**src/rtl/sync_filter_n.sv**
```systemverilog
// Multi-channel input conditioner: N-stage synchroniser, stability filter and
// registered rise/fall edge detector, all in the CLK domain.
module sync_filter_n #(
    parameter int unsigned      WIDTH       = 2,
    parameter int unsigned      STAGES      = 2,
    parameter int unsigned      FILT_CYCLES = 4,
    parameter logic [WIDTH-1:0] RESET_VAL   = '0
) (
    input  logic             CLK,
    input  logic             ACLR_L,
    input  logic [WIDTH-1:0] ASYNC,
    output logic [WIDTH-1:0] SYNC,
    output logic [WIDTH-1:0] FILT,
    output logic [WIDTH-1:0] RISE,
    output logic [WIDTH-1:0] FALL
);

    localparam int unsigned     CntW   = (FILT_CYCLES > 1) ? $clog2(FILT_CYCLES) : 1;
    localparam logic [CntW-1:0] CntMax = CntW'(FILT_CYCLES - 1);

    logic [WIDTH-1:0] sync_q [STAGES];
    logic [WIDTH-1:0] filt_q, filt_d;
    logic [WIDTH-1:0] rise_q, rise_d;
    logic [WIDTH-1:0] fall_q, fall_d;
    logic [CntW-1:0]  cnt_q  [WIDTH];
    logic [CntW-1:0]  cnt_d  [WIDTH];

    // Pure flop chain: nothing may sit between stages.
    always_ff @(posedge CLK or negedge ACLR_L) begin
        if (!ACLR_L) begin
            for (int s = 0; s < int'(STAGES); s++) begin
                sync_q[s] <= RESET_VAL;
            end
        end else begin
            sync_q[0] <= ASYNC;
            for (int s = 1; s < int'(STAGES); s++) begin
                sync_q[s] <= sync_q[s-1];
            end
        end
    end

    assign SYNC = sync_q[STAGES-1];

    // Count consecutive edges of disagreement; accept SYNC once it has held
    // for FILT_CYCLES edges. Accepting a change is the only source of pulses.
    always_comb begin
        filt_d = filt_q;
        rise_d = '0;
        fall_d = '0;
        for (int i = 0; i < int'(WIDTH); i++) begin
            cnt_d[i] = '0;
            if (SYNC[i] != filt_q[i]) begin
                if (cnt_q[i] == CntMax) begin
                    filt_d[i] = SYNC[i];
                    rise_d[i] = SYNC[i];
                    fall_d[i] = ~SYNC[i];
                end else begin
                    cnt_d[i] = cnt_q[i] + 1'b1;
                end
            end
        end
    end

    always_ff @(posedge CLK or negedge ACLR_L) begin
        if (!ACLR_L) begin
            filt_q <= RESET_VAL;
            rise_q <= '0;
            fall_q <= '0;
            for (int i = 0; i < int'(WIDTH); i++) begin
                cnt_q[i] <= '0;
            end
        end else begin
            filt_q <= filt_d;
            rise_q <= rise_d;
            fall_q <= fall_d;
            for (int i = 0; i < int'(WIDTH); i++) begin
                cnt_q[i] <= cnt_d[i];
            end
        end
    end

    assign FILT = filt_q;
    assign RISE = rise_q;
    assign FALL = fall_q;

endmodule

```
**config.mk**
```make
export PLATFORM = sky130hd
export DESIGN_NAME = sync_filter_n
export DESIGN_NICKNAME = d
export VERILOG_FILES = /design/src/rtl/sync_filter_n.sv
export SDC_FILE = /design/constraint.sdc
export NUM_CORES = 1
export LEC_CHECK = 0
export CAP_MARGIN = 20
export CORE_UTILIZATION = 25
export CTS_BUF_LIST = sky130_fd_sc_hd__clkbuf_16
export DETAILED_ROUTE_END_ITERATION = 8
export GPL_TIMING_DRIVEN = 0
export PLACE_DENSITY = 0.51
export SLEW_MARGIN = 30
export SYNTH_ARGS = -nofsm -noshare
export SYNTH_HDL_FRONTEND = slang
export SYNTH_SLANG_ARGS = --single-unit
```
**constraint.sdc**
```tcl
create_clock -name CLK -period 1.5 [get_ports CLK]
set_clock_uncertainty 0.15 [all_clocks]
set_input_delay 0.3 -clock CLK [delete_from_list [all_inputs] [get_ports CLK]]
set_output_delay 0.3 -clock CLK [all_outputs]
set_load 0.01 [all_outputs]
```
* After elaboration in Yosys (flattened, before gate mapping)
Cells that the tools add are included.
Word-level totals: bits in registers 14, input bits 4, output and inout bits 8
Cells by class: add/subtract/negate cells 2, equality and inequality tests 4, mux-type cells 12, bitwise operators 2, reductions and logical operators 2
Operators with widths (count):
- 1-bit two-way mux | 8
- 2-bit two-way mux | 4
- 2-bit by 1-bit adder with 2-bit output, second input constant | 2
- 2-bit equality test, second input constant | 2
- 2-bit AND reduction | 2
- 1-bit != test | 2
- 1-bit inverter | 2

* Depth between registers and ports, before layout
word-level depth 3, depth in mapped cells 2

* Worst setup path after synthesis
No wires, ideal clock.
kind reg-to-reg, start register cnt_q[2] (netlist name), end register filt_q[0] (netlist: FILT[0]), library setup time 0.128 ns, data arrival time 0.903 ns, path slack 0.319 ns, stages on the path, launching flop included 3, path buffers 0, period minus slack after synthesis 1.181 ns, cells stage by stage dfrtp_1 -> ha_1 -> mux2_1
Between the ends: cells in the longest elaborated chain, start to end 2
Ends and longest elaborated chain:
- from (decl) | RTL line 25 | logic [CntW-1:0] cnt_q [WIDTH];
- from (signal, indexed assignment) | RTL line 77 | cnt_q[i] <= cnt_d[i];
- 2-bit equality test | RTL line 53 | if (cnt_q[i] == CntMax) begin
- 2-bit AND reduction (no line)
- to (signal assigned) | RTL line 73 | filt_q <= filt_d;
- to (decl) | RTL line 22 | logic [WIDTH-1:0] filt_q, filt_d;
Every way passes these cells. A chain may end at the register's enable or synchronous reset.

* Final worst setup path
start register sync_q (netlist bit SYNC[1]), end output SYNC[1]
RTL lines:
- from (decl) | RTL line 21 | logic [WIDTH-1:0] sync_q [STAGES];
- from (signal, indexed assignment) | RTL line 37 | sync_q[s] <= sync_q[s-1];
- to (decl) | RTL line 12 | output logic [WIDTH-1:0] SYNC,
No word-level cell between the ends.

==> results.json <==
{
  "status": "finished, final reports clean",
  "pre_cts_slack_ns": 0.0230,
  "hold-worst-slack_ns": 0.194,
  "area_growth_pct": 44.8,
  "synth_async_sr_flop_share": 1.00,
  "antenna_found_initial": 0,
  "grt_pass1_wl_um": 1080,
  "synth_flop_cell": "dfrtp_1",
  "fin_setup_tns_ns": 0,
  "cts.sinks": 14,
  "antenna_left": 0,
  "chipWidth_um": 46.9,
  "yosysSeqAreaShare": 0.697,
  "antennaDiodeCount": 0,
  "grt.busiest_layer": "met2",
  "grt_pass1_vias": 255,
  "comb_power_share": 0.198,
  "max_stage_delay_ns": 0.38,
  "final_hold_viol_count": 0,
  "grt_util_met3": 0.0577,
  "synth_nets": 36,
  "period_share": 0.973,
  "yosys-top-cells-area": "dfrtp_1, and3b_2, ha_1",
  "postPlaceCellArea_um2": 644,
  "leakage_nw": 0.372,
  "clkTransAtPathRegs_ns": 0.04,
  "drt_iter0_drc": 0,
  "whs_path_depth": 0,
  "gr-usage-met2": 0.114,
  "min_path_type": "reg2reg",
  "insertion_delay_ns": 0.24,
  "grt_overflow": 0,
  "avgViaCountPerCell": 3.72,
  "nNetsFinal": 54,
  "fillerInstances": 176,
  "ys_seq_elements": 14,
  "synth_edf_count": 0,
  "clock-root-buffer": "clkbuf_16",
  "syn_area_um2": 503,
  "met1_usage": 0.0876,
  "cts_htree_levels": 1,
  "core_region_area_mm2": 0.00180,
  "initial_core_util": 0.279,
  "power.density_mw_per_mm2": 1720,
  "grt_max_degree": 15,
  "slew_violations": 0,
  "crit_required_ns": 1.05,
  "rr_worst_depth": 2,
  "ir_drop_mv": 1.02,
  "worst-path-buf-inv": 2,
  "period_minus_slack_ns": 1.46,
  "max-cap-violations": 0,
  "setup_violations": 0,
  "intPower_uw": 954,
  "tightest_slew_ns": 0.585,
  "yosys.area.top_type": "dfrtp_1",
  "fin_cells": 72,
  "maxSlewHeadroom": 0.609,
  "fp.dieH_um": 46.9,
  "setup_ws_ns": 0.0409,
  "endpoint_kind": "output pin",
  "worstSetupPathType": "reg2out",
  "synth_top_area_share": 0.697,
  "clk_path_buf_depth": 2,
  "crit_arrival_ns": 1.01,
  "p_clk_frac": 0.388,
  "finalInstanceArea_um2": 728,
  "placed_cells_incl_taps": 66,
  "cp.depth": 2,
  "layout-drive-gt1-share": 0.277,
  "vias": 268,
  "firstDrtPassIters": 1,
  "wirelength_um": 662,
  "drc_errors": 0,
  "cts_tree": "built",
  "dieArea_mm2": 0.00220,
  "ioPinCount": 12,
  "io_buffer_count": 11,
  "netlist_instances": 30,
  "grt.total_usage": 0.0762,
  "rsz0062_at_grt": "false",
  "crit_path_max_fanout": 2,
  "wl_per_cell_um": 9.19,
  "power.switching_uw": 300,
  "syn_area_per_cell_um2": 16.8,
  "seqPwrFrac": 0.415,
  "synth.most_common_cell": "dfrtp_1",
  "cts_made_buffers": 3,
  "fmax_mhz": 685,
  "yosysUniqueCellTypes": 8,
  "worstPathCellList": "buf_4 -> dlygate4sd2_1",
  "ys_warn_count": 0,
  "rows": 15,
  "slowest_stage": "dfrtp_1",
  "netlist_top_cells_count": "dfrtp_1, and3b_2",
  "gp_congestion": 0.651,
  "cpLargestDelayFamily": "buffers and inverters",
  "sw_frac_of_total": 0.239,
  "start_kind": "flip-flop"
}
## cells by family after synthesis
group         after synthesis  synth area share
fa+ha+maj                   2            0.0497
buf+inv                     2            0.0298
simple gates                8             0.144
flops                      14             0.697
xor+xnor                    2            0.0348
mux                         2            0.0448
## registers in the layout (all words and copies together) (netlist names)
register  flops
FILT          2
sync_q        2
SYNC          2
cnt_q         4
RISE          2
FALL          2
## metrics by stage
| stage | util | power (mW) |
|---|---|---|
| after floorplan | - | 0.679 |
| after global placement | 0.358 | 0.785 |
| after detailed placement | 0.358 | 0.807 |
| after CTS | 0.404 | 1.28 |
| after global routing | 0.404 | 1.34 |
| final | 0.404 | 1.25 |
## path summary, 6_finish.rpt
kind	endpoint	startpoint	slack, ns
hold reg to reg	SYNC[0]	sync_q[2]	0.19
setup reg to reg	FILT[1]	cnt_q[0]	0.27
max in group asynchronous	sync_q[2]	ACLR_L	0.53
min in group asynchronous	cnt_q[0]	ACLR_L	0.29
setup / recovery	SYNC[1]	SYNC[1]	0.04
hold / removal	SYNC[0]	sync_q[2]	0.19
## metal layers
| layer | vias to the layer above | wire length, µm | share of wire |
|---|---|---|---|
| li1 | 132 | - | - |
| met1 | 126 | 292 | 0.44 |
| met2 | 10 | 315 | 0.48 |
| met3 | 0 | 54 | 0.082 |
| met4 | 0 | 0 | 0 |
| met5 | - | 0 | 0 |
## layout make-up
type	count	area, µm²	share of cell area
plain buffers	2	15.0	0.0206
clock buffers	3	75.1	0.103
clock inverters	1	3.75	0.00515
multi-input cells	14	138	0.189
flip-flops and latches	14	350	0.481
well taps	25	31.3	0.0430
repair buffers	13	115	0.158
## repair_timing
item                                    CTS  global route
endpoints found under the setup margin    8             0
gates resized for setup                   8             0
setup buffers                             2             0
hold buffers                              0             0
## cell usage in the layout (no fill, tap or decap), drive strengths merged
cell           count
nor3               2
buf                4
clkinv             1
dlygate4sd2        8
xnor2              2
and3b              4
mux2               2
nor2b              2
dfrtp             14
clkbuf             3
clkdlybuf4s50      3
ha                 2
## power groups by stage
stage          clock [mW]  combinational, mW  sequential (mW)
5_1_grt             0.521              0.286            0.533
3_3_place_gp            0              0.261            0.524
2_1_floorplan           0              0.143            0.537
4_1_cts             0.503              0.256            0.522
3_5_place_dp            0              0.278            0.529
6_report            0.486              0.248            0.520
(Power assumes the default switching activity.)
